--- config.mk ---
export PLATFORM = sky130hd
export DESIGN_NAME = msi_bus_arbiter
export DESIGN_NICKNAME = d
export VERILOG_FILES = /design/src/rtl/msi_pkg.sv /design/src/rtl/msi_rr_picker.sv /design/src/rtl/msi_bus_arbiter.sv
export SDC_FILE = /design/constraint.sdc
export NUM_CORES = 1
export LEC_CHECK = 0
export ABC_AREA = 1
export CORE_MARGIN = 3
export CORE_UTILIZATION = 51
export CTS_BUF_LIST = sky130_fd_sc_hd__clkbuf_8 sky130_fd_sc_hd__clkbuf_16
export DETAILED_ROUTE_END_ITERATION = 8
export GPL_ROUTABILITY_DRIVEN = 0
export GPL_TIMING_DRIVEN = 0
export HOLD_SLACK_MARGIN = 0.02
export PLACE_DENSITY = 0.85
export SLEW_MARGIN = 20
export SYNTH_ARGS = -nofsm -noshare
export SYNTH_HDL_FRONTEND = slang
export SYNTH_SLANG_ARGS = --single-unit
export TNS_END_PERCENT = 10
--- constraint.sdc ---
create_clock -name clk -period 6.36 [get_ports clk]
set_input_delay 1.272 -clock clk [delete_from_list [all_inputs] [get_ports clk]]
set_output_delay 1.272 -clock clk [all_outputs]
set_load 0.02 [all_outputs]
--- src/rtl/msi_pkg.sv ---
// Shared MSI definitions: cache-line states, snoop-bus message codes and the
// bus arbiter FSM state encoding.
package msi_pkg;

    // Cache line state of an MSI controller.
    typedef enum logic [1:0] {
        CACHE_INVALID  = 2'b00,
        CACHE_MODIFIED = 2'b01,
        CACHE_SHARED   = 2'b10
    } cache_state_e;

    // Message broadcast on the snoop bus; 11 marks a malformed request.
    typedef enum logic [1:0] {
        BUS_INVALIDATE = 2'b00,
        BUS_WRITE_MISS = 2'b01,
        BUS_READ_MISS  = 2'b10,
        BUS_ERROR      = 2'b11
    } bus_msg_e;

    // Snoop bus arbiter sequencing.
    typedef enum logic [2:0] {
        ST_IDLE      = 3'd0,
        ST_BROADCAST = 3'd1,
        ST_SNOOP     = 3'd2,
        ST_WRITEBACK = 3'd3,
        ST_DONE      = 3'd4
    } arb_state_e;

    // True when a requester presented the reserved error code.
    function automatic logic is_error(input bus_msg_e msg);
        return msg == BUS_ERROR;
    endfunction

endpackage

--- src/rtl/msi_rr_picker.sv ---
// Combinational round-robin picker: scans req starting at index ptr and
// returns the first set bit as both a one-hot vector and an index.
module msi_rr_picker
    import msi_pkg::*;
#(
    parameter int N_REQ = 4,
    parameter int IDX_W = $clog2(N_REQ)
) (
    input  logic [N_REQ-1:0] req,
    input  logic [IDX_W-1:0] ptr,
    output logic [N_REQ-1:0] win_oh,
    output logic [IDX_W-1:0] win_idx,
    output logic             win_any
);

    // Rotate the search start to ptr and take the first requester found.
    always_comb begin
        int             cand;
        logic [IDX_W-1:0] cand_idx;
        // NOTE: every output gets a default before the loop so no path leaves
        // a value unassigned, which would otherwise infer a latch.
        win_oh   = '0;
        win_idx  = '0;
        win_any  = 1'b0;
        cand     = 0;
        cand_idx = '0;
        for (int i = 0; i < N_REQ; i++) begin
            cand = int'(ptr) + i;
            if (cand >= N_REQ) begin
                cand = cand - N_REQ;
            end
            cand_idx = IDX_W'(cand);
            if (!win_any && req[cand_idx]) begin
                win_any          = 1'b1;
                win_oh[cand_idx] = 1'b1;
                win_idx          = cand_idx;
            end
        end
    end

endmodule

--- src/rtl/msi_bus_arbiter.sv ---
// MSI snoop bus arbiter: grants one cache controller at a time, broadcasts its
// message, samples snooper write-back requests, reserves a write-back window
// and pulses done to the owner.
// Build option: define MSI_ARB_FIXED_PRIO_EN for fixed lowest-index priority
// instead of round-robin (the rotating pointer is then not built).
module msi_bus_arbiter
    import msi_pkg::*;
#(
    parameter int N_REQ     = 4,
    parameter int ADDR_W    = 8,
    parameter int WB_CYCLES = 2
) (
    input  logic                       clk,
    input  logic                       reset,
    input  logic [N_REQ-1:0]           req,
    input  logic [2*N_REQ-1:0]         req_msg,
    input  logic [ADDR_W*N_REQ-1:0]    req_addr,
    input  logic [N_REQ-1:0]           snoop_wb,
    output logic [N_REQ-1:0]           grant,
    output logic [N_REQ-1:0]           done,
    output logic                       bus_valid,
    output logic [1:0]                 bus_msg,
    output logic [ADDR_W-1:0]          bus_addr,
    output logic [$clog2(N_REQ)-1:0]   bus_src,
    output logic                       wb_active,
    output logic                       err,
    output logic                       busy
);

    localparam int IDX_W = $clog2(N_REQ);
    localparam int CNT_W = $clog2(WB_CYCLES + 1);

    // Transaction context
    arb_state_e        state_q, state_d;
    logic [IDX_W-1:0]  owner_idx_q, owner_idx_d;
    logic [N_REQ-1:0]  owner_oh_q, owner_oh_d;
    bus_msg_e          msg_q, msg_d;
    logic [ADDR_W-1:0] addr_q, addr_d;
    logic [CNT_W-1:0]  wb_cnt_q, wb_cnt_d;

    // Registered outputs
    logic [N_REQ-1:0]  grant_q, grant_d;
    logic [N_REQ-1:0]  done_q, done_d;
    logic              bus_valid_q, bus_valid_d;
    logic [1:0]        bus_msg_q, bus_msg_d;
    logic [ADDR_W-1:0] bus_addr_q, bus_addr_d;
    logic [IDX_W-1:0]  bus_src_q, bus_src_d;
    logic              wb_active_q, wb_active_d;
    logic              err_q, err_d;
    logic              busy_q, busy_d;

    // Arbitration
    logic [N_REQ-1:0]  pick_oh;
    logic [IDX_W-1:0]  pick_idx;
    logic              pick_any;
    logic [IDX_W-1:0]  pick_ptr;
    logic [N_REQ-1:0]  snoop_hit;

`ifdef MSI_ARB_FIXED_PRIO_EN
    assign pick_ptr = '0;
`else
    logic [IDX_W-1:0]  ptr_q, ptr_d;
    assign pick_ptr = ptr_q;
`endif

    msi_rr_picker #(
        .N_REQ (N_REQ),
        .IDX_W (IDX_W)
    ) u_picker (
        .req     (req),
        .ptr     (pick_ptr),
        .win_oh  (pick_oh),
        .win_idx (pick_idx),
        .win_any (pick_any)
    );

    // A snooper never writes back to itself, so the owner's bit is dropped.
    assign snoop_hit = snoop_wb & ~owner_oh_q;

    // Next-state and next-output computation; outputs follow the next state so
    // they are registered yet aligned with the state they describe.
    always_comb begin
        // NOTE: combinational blocks use blocking '=' so later statements see
        // earlier results; only the clocked block uses '<='.
        state_d     = state_q;
        owner_idx_d = owner_idx_q;
        owner_oh_d  = owner_oh_q;
        msg_d       = msg_q;
        addr_d      = addr_q;
        wb_cnt_d    = wb_cnt_q;
`ifndef MSI_ARB_FIXED_PRIO_EN
        ptr_d       = ptr_q;
`endif

        unique case (state_q)
            ST_IDLE: begin
                if (pick_any) begin
                    owner_idx_d = pick_idx;
                    owner_oh_d  = pick_oh;
                    msg_d       = bus_msg_e'(req_msg[{pick_idx, 1'b0} +: 2]);
                    addr_d      = req_addr[ADDR_W*pick_idx +: ADDR_W];
                    state_d     = is_error(msg_d) ? ST_DONE : ST_BROADCAST;
                end
            end
            ST_BROADCAST: begin
                state_d = ST_SNOOP;
            end
            ST_SNOOP: begin
                if ((msg_q != BUS_INVALIDATE) && (|snoop_hit)) begin
                    state_d  = ST_WRITEBACK;
                    wb_cnt_d = CNT_W'(WB_CYCLES - 1);
                end else begin
                    state_d = ST_DONE;
                end
            end
            ST_WRITEBACK: begin
                if (wb_cnt_q == '0) begin
                    state_d = ST_DONE;
                end else begin
                    wb_cnt_d = wb_cnt_q - 1'b1;
                end
            end
            ST_DONE: begin
                state_d = ST_IDLE;
`ifndef MSI_ARB_FIXED_PRIO_EN
                ptr_d   = (owner_idx_q == IDX_W'(N_REQ - 1)) ? '0
                                                             : owner_idx_q + 1'b1;
`endif
            end
            default: begin
                state_d = ST_IDLE;
            end
        endcase

        busy_d      = (state_d != ST_IDLE);
        grant_d     = busy_d ? owner_oh_d : '0;
        bus_valid_d = (state_d == ST_BROADCAST);
        bus_msg_d   = bus_valid_d ? msg_d : 2'b00;
        bus_addr_d  = bus_valid_d ? addr_d : '0;
        bus_src_d   = bus_valid_d ? owner_idx_d : '0;
        wb_active_d = (state_d == ST_WRITEBACK);
        done_d      = (state_d == ST_DONE) ? owner_oh_d : '0;
        err_d       = (state_d == ST_DONE) && is_error(msg_d);
    end

    // State, context and output registers with synchronous reset.
    always_ff @(posedge clk) begin
        if (reset) begin
            // NOTE: the latched request fields are cleared too, so a reset
            // mid-transaction leaves no stale owner or message behind.
            state_q     <= ST_IDLE;
            owner_idx_q <= '0;
            owner_oh_q  <= '0;
            msg_q       <= BUS_INVALIDATE;
            addr_q      <= '0;
            wb_cnt_q    <= '0;
            grant_q     <= '0;
            done_q      <= '0;
            bus_valid_q <= 1'b0;
            bus_msg_q   <= 2'b00;
            bus_addr_q  <= '0;
            bus_src_q   <= '0;
            wb_active_q <= 1'b0;
            err_q       <= 1'b0;
            busy_q      <= 1'b0;
`ifndef MSI_ARB_FIXED_PRIO_EN
            ptr_q       <= '0;
`endif
        end else begin
            state_q     <= state_d;
            owner_idx_q <= owner_idx_d;
            owner_oh_q  <= owner_oh_d;
            msg_q       <= msg_d;
            addr_q      <= addr_d;
            wb_cnt_q    <= wb_cnt_d;
            grant_q     <= grant_d;
            done_q      <= done_d;
            bus_valid_q <= bus_valid_d;
            bus_msg_q   <= bus_msg_d;
            bus_addr_q  <= bus_addr_d;
            bus_src_q   <= bus_src_d;
            wb_active_q <= wb_active_d;
            err_q       <= err_d;
            busy_q      <= busy_d;
`ifndef MSI_ARB_FIXED_PRIO_EN
            ptr_q       <= ptr_d;
`endif
        end
    end

    assign grant     = grant_q;
    assign done      = done_q;
    assign bus_valid = bus_valid_q;
    assign bus_msg   = bus_msg_q;
    assign bus_addr  = bus_addr_q;
    assign bus_src   = bus_src_q;
    assign wb_active = wb_active_q;
    assign err       = err_q;
    assign busy      = busy_q;

endmodule

==> results of run 1 <==
## report_power, final
part	internal, mW	switching [mW]	total, mW
sequential	0.387	0.0354	0.422
clock	0.0887	0.0967	0.185
combinational	0.382	0.658	1.04
total	0.857	0.790	1.65
## worst max-delay path, stage by stage
cell	delay, ns
clkdlybuf4s50_1	0.52
inv_1	0.05
nand2_1	0.10
nand2_1	0.07
nand2_1	0.05
nand2_1	0.13
o21bai_1	0.23
nand2_2	0.12
nand3_2	0.09
buf_6	0.13
buf_2	0.22
nand2_1	0.07
o211ai_1	0.09
nand3_1	0.14
o21ai_1	0.15
nor2_1	0.06
## worst min path at each step
stage | depth (start not counted) | to
2_1_floorplan | 1 | wb_cnt_q[0]
3_3_place_gp | 1 | wb_cnt_q[0]
3_5_place_dp | 1 | wb_cnt_q[0]
4_1_cts | 1 | wb_cnt_q[0]
5_1_grt | 1 | wb_cnt_q[0]
6_report | 1 | wb_cnt_q[0]
## placed cells by master (no fill, tap or decap), types with 5 or more instances in the layout
cell,n
o21ai_0,13
a22oi_1,6
nand3_2,10
nand2_2,10
a31oi_1,5
clkbuf_8,6
ha_1,6
nand2_1,54
clkdlybuf4s50_1,73
o21ai_1,5
dfxtp_1,47
nand2_4,7
inv_1,56
nand3_1,15
o211ai_1,10
nor2_1,54
## layout make-up
cell class	instances	area share
clock inverter	2	0.00477
tap	65	0.0238
clock buffer	6	0.0242
multi-input combinational	229	0.377
timing repair buffer	73	0.214
buffer	8	0.0139
inverter	60	0.0660
sequential	47	0.276
## layer usage
layer / vias to the layer above / wire (um) / global-route usage
met2: 91 / 3020 / 0.379
met4: 0 / 47 / 0.0308
met5: - / 0 / 0
met3: 7 / 424 / 0.0626
li1: 1257 / - / -
met1: 1097 / 2430 / 0.233
## state kept, by name, summed over array words and instances, names as in the netlist
register	count
addr_q	8
bus_addr	8
bus_msg	2
bus_src	2
bus_valid	1
busy	1
done	4
err	1
grant	4
msg_q	2
owner_idx_q	2
owner_oh_q	4
pick_ptr	2
state_q	3
wb_active	1
wb_cnt_q	2
## logic make-up after synthesis
family / after synthesis / synth area share
and+or+nand+nor: 173 / 0.358
adders and majority gates: 6 / 0.0300
AOI/OAI and AO/OA: 50 / 0.126
DFF: 47 / 0.376
buffers and inverters: 68 / 0.109
## stage by stage
| step | std cells | instance area [sq um] | power, mW | utilization |
|---|---|---|---|---|
| 2_1_floorplan | 344 | 2500 | 1.17 | - |
| 3_3_place_gp | 482 | 3310 | 1.43 | 0.730 |
| 3_5_place_dp | 482 | 3310 | 1.46 | 0.730 |
| 4_1_cts | 490 | 3410 | 1.65 | 0.752 |
| 5_1_grt | 490 | 3410 | 1.78 | 0.752 |
| 6_report | 490 | 3410 | 1.65 | 0.752 |
==> impl_metrics.yaml, run 1 <==
outcome:
  status: "completed"
clock_network:
  post_cts_buffers: 0
  insertion_delay_ns: 0.29
  cts_tree: "done"
  path_clk_slew_ns: 0.09
  clock_path_buffers: 2
  cts_sinks: 47
  h-tree-depth: 2
  cts_resized: 0
  cts_inserted_buffers: 5
  clock-root-buffer: "clkbuf_8"
  ctsHoldBuffers: 0
placement:
  port_buffers: 73
  dp.final_hpwl_um: 4680
  post-place-ws_ns: 2.76
routing:
  drc: 0
  post_drt_wl_per_cell_um: 12.1
  post_drt_via_cell_ratio: 5.00
  drtIter0Drc: 143
  routed_wl_um: 5920
  vias: 2452
  ant_nets: 0
  first_pass_iters: 4
synthesis:
  synth.most_common_cell: "inv_1"
  syn_area_sq_um: 2500
  ys_dominant_reg_cell: "dfxtp_1"
  synth_edf_count: 0
  yosysUniqueCellTypes: 37
  synth_common_cells: "inv_1, nand2_1, nor2_1"
  synth_seq_cells: 47
  synthArstFlopShare: 0
  synth.area.top_cells: "dfxtp_1, inv_1, nand2_1"
  syn_inst: 344
  yosys.area.top_type_share: 0.376
  syn_nets: 400
  yosysTopAreaCell: "dfxtp_1"
  synth_warnings: 0
  syn_area_per_cell_sq_um: 7.27
  yosysSeqAreaShare: 0.376
sta:
  slew_viol_final: 0
  fin_ws_ns: 3.03
  holdWs_ns: 0.474
  finClkSkew_ns: 0.00872
  fin_crit_ns: 3.33
  period_share: 0.524
  slew_headroom: 0.685
  setup_tns_ns: 0
  hold_viol_final: 0
  rsz0062_at_grt: "no"
  clock.fmax_mhz: 300
  worst_slew_pin_slew_ns: 0.472
  finalSetupViolations: 0
pwr:
  p_leak_nw: 1.61
  power_per_cell_area_nw_per_um2: 483
  ir_worst_vdd_uv: 260
cells_and_area:
  final_nets: 480
  layout-drive-gt1-share: 0.125
  diodes: 0
  syn2layout_area_growth_pct: 36.4
  nFillCells: 361
  multi_input_area_sq_um: 1290
  seqCellArea_sq_um: 941
setup_path:
  cp.arrival_ns: 3.50
  r2r-end: "addr_q[5]"
  regToRegStartpoint: "pick_ptr[0]"
  worst_setup_path_end_kind: "flop"
  r2r_cells: 15
  endpoint: "addr_q[5]"
  worst-endpoint-required_ns: 6.53
  crit_path_max_fanout: 10
  crit_type: "input port to flop"
  cp-start-kind: "input port"
  crit_start: "req[3]"
  r2r_slack_ns: 3.52
die:
  ioPinCount: 74
  dieWidth_um: 76.0
  die_area_sq_um: 5780
  rows: 24
  core_region_area_sq_um: 4530
  fp.dieH_um: 76.0
  start_util: 0.551
grt:
  grt_usage: 0.204
  grt_pass1_vias: 2277
  grt_max_degree: 16
  grt_antenna_before_repair: 0
  grt-ovfl-total: 0
  grt_pass1_wl_um: 9840
hold_path:
  hp-class: "flop to flop"
  min_from: "wb_cnt_q[0]"
job:
  cap_viol_max_count: 0
No activity file was read; power rests on OpenSTA's default activity.
==> run 2: changes to the inputs <==
- CORE_UTILIZATION: 51 -> 43
- PLACE_DENSITY: 0.85 -> 0.77
- clock period: 6.36 -> 2.97 ns (I/O delays scaled with it)
==> impl_metrics.yaml, run 2 (synthesized netlist as in run 1, its figures left out) <==
sta:
  slew_viol_final: 0
  rsz0062_at_grt: "no"
  finClkSkew_ns: 0.00736
  clock.fmax_mhz: 358
  period_share: 0.939
  fin_ws_ns: 0.180
  setup_tns_ns: 0
  worst_slew_pin_slew_ns: 0.490
  hold_viol_final: 0
  fin_crit_ns: 2.79
  slew_headroom: 0.673
  finalSetupViolations: 0
  holdWs_ns: 0.475
grt:
  grt_pass1_wl_um: 9690
  grt_max_degree: 17
  grt-ovfl-total: 0
  grt_pass1_vias: 2314
  grt_antenna_before_repair: 0
  grt_usage: 0.183
cells_and_area:
  syn2layout_area_growth_pct: 36.7
  utilization: 0.613
  layout_commonest_cell: "clkdlybuf4s50_1"
  final_nets: 480
  stdcell_count: 497
  diodes: 0
  mostFrequentLayoutCells: "clkdlybuf4s50_1, inv_1, nand2_1, nor2_1, dfxtp_1"
  post-route-cell-area_sq_um: 3420
  nFillCells: 503
  layout-drive-gt1-share: 0.129
placement:
  port_buffers: 73
  placedCellCount: 489
  dp.final_hpwl_um: 4710
  post_dp_cell_area_sq_um: 3320
  post-place-ws_ns: 0.0277
setup_path:
  worst_setup_path_end_kind: "flop"
  cp.arrival_ns: 3.04
  endpoint: "bus_addr[6]"
  r2r_cells: 15
  worst-endpoint-required_ns: 3.22
  crit_start: "pick_ptr[1]"
  regToRegStartpoint: "pick_ptr[1]"
  crit_type: "flop to flop"
  cp-start-kind: "flop"
  r2r_slack_ns: 0.18
  crit_path_max_fanout: 8
  r2r-end: "bus_addr[6]"
routing:
  drtIter0Drc: 71
  post_drt_wl_per_cell_um: 11.9
  ant_nets: 0
  post_drt_via_cell_ratio: 4.85
  vias: 2408
  routed_wl_um: 5930
  drc: 0
  first_pass_iters: 4
die:
  fp.dieH_um: 82.2
  dieWidth_um: 82.2
  start_util: 0.448
  core_region_area_sq_um: 5570
  rows: 27
  ioPinCount: 74
  die_area_sq_um: 6760
pwr:
  ir_worst_vdd_uv: 470
  p_sw_frac: 0.482
  sequentialPowerShare: 0.258
  p_sw_mw: 1.69
  p_int_mw: 1.82
  combPwrFrac: 0.631
  power_per_cell_area_nw_per_um2: 1030
  p_leak_nw: 1.60
  fin_total_pwr_mw: 3.51
  p_clk_frac: 0.111
clock_network:
  h-tree-depth: 2
  insertion_delay_ns: 0.30
  cts_sinks: 47
  clock-root-buffer: "clkbuf_8"
  path_clk_slew_ns: 0.09
  cts_tree: "done"
  ctsHoldBuffers: 0
  clock_path_buffers: 2
  cts_inserted_buffers: 5
hold_path:
  hp-class: "flop to flop"
  min_from: "wb_cnt_q[0]"
job:
  cap_viol_max_count: 0
outcome:
  status: "completed"
[run 2: cell types whose count changed in the layout (fill, tap and decap cells not counted)]
| cell | previous run | this run |
|---|---|---|
| ha_2 | 0 | 1 |
| clkinvlp_4 | 1 | 2 |
| inv_6 | 0 | 1 |
| dfxtp_2 | 0 | 1 |
| clkinv_4 | 1 | 0 |
| dfxtp_1 | 47 | 46 |
| ha_1 | 6 | 5 |
| clkbuf_8 | 6 | 5 |
[run 2: power groups by stage]
| stage | logic (mW) | clock network (mW) | registers (mW) |
|---|---|---|---|
| 2_1_floorplan | 1.50 | 0 | 1.01 |
| 3_3_place_gp | 2.18 | 0 | 0.915 |
| 3_5_place_dp | 2.22 | 0 | 0.919 |
| 4_1_cts | 2.23 | 0.397 | 0.905 |
| 5_1_grt | 2.46 | 0.420 | 0.923 |
| 6_report | 2.22 | 0.388 | 0.906 |
[run 2: critical path: stages, from the launching register on]
cell,delay (ns)
dfxtp_1,0.44
inv_1,0.17
ha_2,0.45
inv_1,0.10
nand2_2,0.09
nand2_4,0.07
nor2_8,0.13
nand2_2,0.06
nor2_2,0.17
nand2_1,0.12
nand2_4,0.15
nand2_2,0.13
inv_1,0.09
nand2_1,0.05
o211ai_1,0.31
and2_4,0.20
[run 2: worst min path at each step]
stage,end,cells past startpoint
floorplan,wb_cnt_q[0],1
global placement,wb_cnt_q[0],1
detailed placement,wb_cnt_q[0],1
CTS,wb_cnt_q[0],1
global route,wb_cnt_q[0],1
finish,wb_cnt_q[0],1
[run 2: layer usage]
metal | up-vias | part of all wire | track usage
met5 | - | 0 | 0
met4 | 0 | 0.019 | 0.0598
met3 | 8 | 0.067 | 0.0380
met2 | 86 | 0.48 | 0.326
met1 | 1057 | 0.44 | 0.216
li1 | 1257 | - | -
[run 2: repair_timing]
item | 4_1_cts | 5_1_grt
resized for setup | 0 | 2
setup buffers | 0 | 0
hold endpoints to repair | 0 | 0
endpoints found under the setup margin | 0 | 20
[run 2: layout make-up]
type | count | area (sq um) | area share
Tap cell | 72 | 90.1 | 0.0264
Multi-Input combinational cell | 229 | 1290 | 0.377
Sequential cell | 47 | 942 | 0.276
Timing Repair Buffer | 73 | 731 | 0.214
Inverter | 60 | 225 | 0.0659
Buffer | 8 | 47.5 | 0.0139
Clock inverter | 3 | 23.8 | 0.00696
Clock buffer | 5 | 68.8 | 0.0201
==> run 3: changes to the inputs <==
- CTS_BUF_LIST: sky130_fd_sc_hd__clkbuf_8 sky130_fd_sc_hd__clkbuf_16 -> sky130_fd_sc_hd__clkbuf_16
==> impl_metrics.yaml, run 3 (synthesized netlist as in run 1, its figures left out) <==
pwr:
  sequentialPowerShare: 0.246
  p_clk_frac: 0.149
  p_int_mw: 1.97
  p_sw_frac: 0.467
  p_leak_nw: 1.63
  p_sw_mw: 1.72
  ir_worst_vdd_uv: 491
  combPwrFrac: 0.604
  power_per_cell_area_nw_per_um2: 1060
setup_path:
  cp_slowest_stage_delay_ns: 0.45
  cp.arrival_ns: 3.03
  worst_setup_path_end_kind: "flop"
  crit_chain: "inv_1, ha_2, inv_1, nand2_2, nand2_4, nor2_8, nand2_2, nor2_2, nand2_1, nand2_4, nand2_2, inv_1, nand2_1, o211ai_1, and2_4"
  slowest_stage: "ha_2"
  worst-endpoint-required_ns: 3.20
  cp-start-kind: "flop"
  crit_path_max_fanout: 8
  crit_type: "flop to flop"
routing:
  post_drt_via_cell_ratio: 4.85
  first_pass_iters: 5
  drc: 0
  ant_nets: 0
  drtIter0Drc: 79
  routed_wl_um: 6040
  post_drt_wl_per_cell_um: 12.1
  vias: 2412
sta:
  slew_headroom: 0.670
  fin_ws_ns: 0.178
  finClkSkew_ns: 0.00531
  clock.fmax_mhz: 358
  fin_crit_ns: 2.79
  worst_slew_pin_slew_ns: 0.495
  finalSetupViolations: 0
  period_share: 0.940
  rsz0062_at_grt: "no"
  setup_tns_ns: 0
  slew_viol_final: 0
  hold_viol_final: 0
grt:
  grt-ovfl-total: 0
  grt_pass1_wl_um: 9810
  grt_usage: 0.185
  grt_pass1_vias: 2330
  grt_antenna_before_repair: 0
  grt_max_degree: 17
cells_and_area:
  post-route-cell-area_sq_um: 3470
  layout_commonest_cell: "clkdlybuf4s50_1"
  layout-drive-gt1-share: 0.129
  nFillCells: 494
  final_nets: 480
  diodes: 0
  syn2layout_area_growth_pct: 38.9
  mostFrequentLayoutCells: "clkdlybuf4s50_1, inv_1, nand2_1, nor2_1, dfxtp_1"
clock_network:
  insertion_delay_ns: 0.28
  cts_inserted_buffers: 5
  clock-root-buffer: "clkbuf_16"
  post_cts_buffers: 0
  cts_resized: 0
  cts_tree: "done"
  cts_sinks: 47
  ctsHoldBuffers: 0
  clock_path_buffers: 2
  path_clk_slew_ns: 0.06
  h-tree-depth: 2
placement:
  post_dp_cell_area_sq_um: 3320
  port_buffers: 73
  dp.final_hpwl_um: 4710
  post-place-ws_ns: 0.0277
job:
  cap_viol_max_count: 0
die:
  start_util: 0.448
  rows: 27
  ioPinCount: 74
  die_area_sq_um: 6760
  dieWidth_um: 82.2
  core_region_area_sq_um: 5570
  fp.dieH_um: 82.2
hold_path:
  hp-class: "flop to flop"
outcome:
  status: "completed"
run 3: area by class of cell:
| class | count | area, sq um | area share |
|---|---|---|---|
| sequential | 47 | 942 | 0.271 |
| tap | 72 | 90.1 | 0.0259 |
| multi-input combinational | 229 | 1290 | 0.371 |
| inverter | 60 | 225 | 0.0648 |
| timing repair buffer | 73 | 731 | 0.210 |
| buffer | 8 | 47.5 | 0.0137 |
| clock inverter | 3 | 23.8 | 0.00684 |
| clock buffer | 5 | 125 | 0.0360 |
run 3: metrics by stage:
| step | instances | utilization | total power [mW] | hold slack (ns) |
|---|---|---|---|---|
| 2_1_floorplan | 344 | - | 2.51 | 0.431 |
| 3_3_place_gp | 489 | 0.596 | 3.09 | 0.447 |
| 3_5_place_dp | 489 | 0.596 | 3.14 | 0.460 |
| 4_1_cts | 497 | 0.622 | 3.70 | 0.465 |
| 5_1_grt | 497 | 0.623 | 3.98 | 0.489 |
| 6_report | 497 | 0.623 | 3.68 | 0.468 |
run 3: path summary, 6_finish.rpt:
path,from,endpoint,slack [ns],cells past startpoint
worst max-delay path,pick_ptr[1],bus_addr[6],0.18,15
worst min-delay path,wb_cnt_q[0],wb_cnt_q[0],0.47,1
worst max register to register,pick_ptr[1],bus_addr[6],0.18,15
worst min register to register,wb_cnt_q[0],wb_cnt_q[0],0.47,1
run 3: layer usage:
| layer | vias to the layer above | GRT usage | share of wire |
|---|---|---|---|
| met5 | - | 0 | 0 |
| li1 | 1260 | - | - |
| met4 | 0 | 0.0648 | 0.025 |
| met3 | 14 | 0.0390 | 0.066 |
| met2 | 81 | 0.330 | 0.48 |
| met1 | 1057 | 0.218 | 0.43 |
run 3: power groups by stage:
stage	combinational [mW]	clock (mW)	sequential (mW)
after floorplan	1.50	0	1.01
after global placement	2.18	0	0.915
after detailed placement	2.22	0	0.919
after CTS	2.24	0.560	0.908
after global routing	2.47	0.586	0.924
final	2.23	0.549	0.907
run 3: critical path: cells and delay by family, from the launching register on:
family                   cells  cell delay, ns
AO/OA/AOI/OAI                1            0.31
flip-flops                   1            0.43
adder cells (fa/ha/maj)      1            0.45
AND/OR/NAND/NOR             10            1.18
buffers and inverters        3            0.37
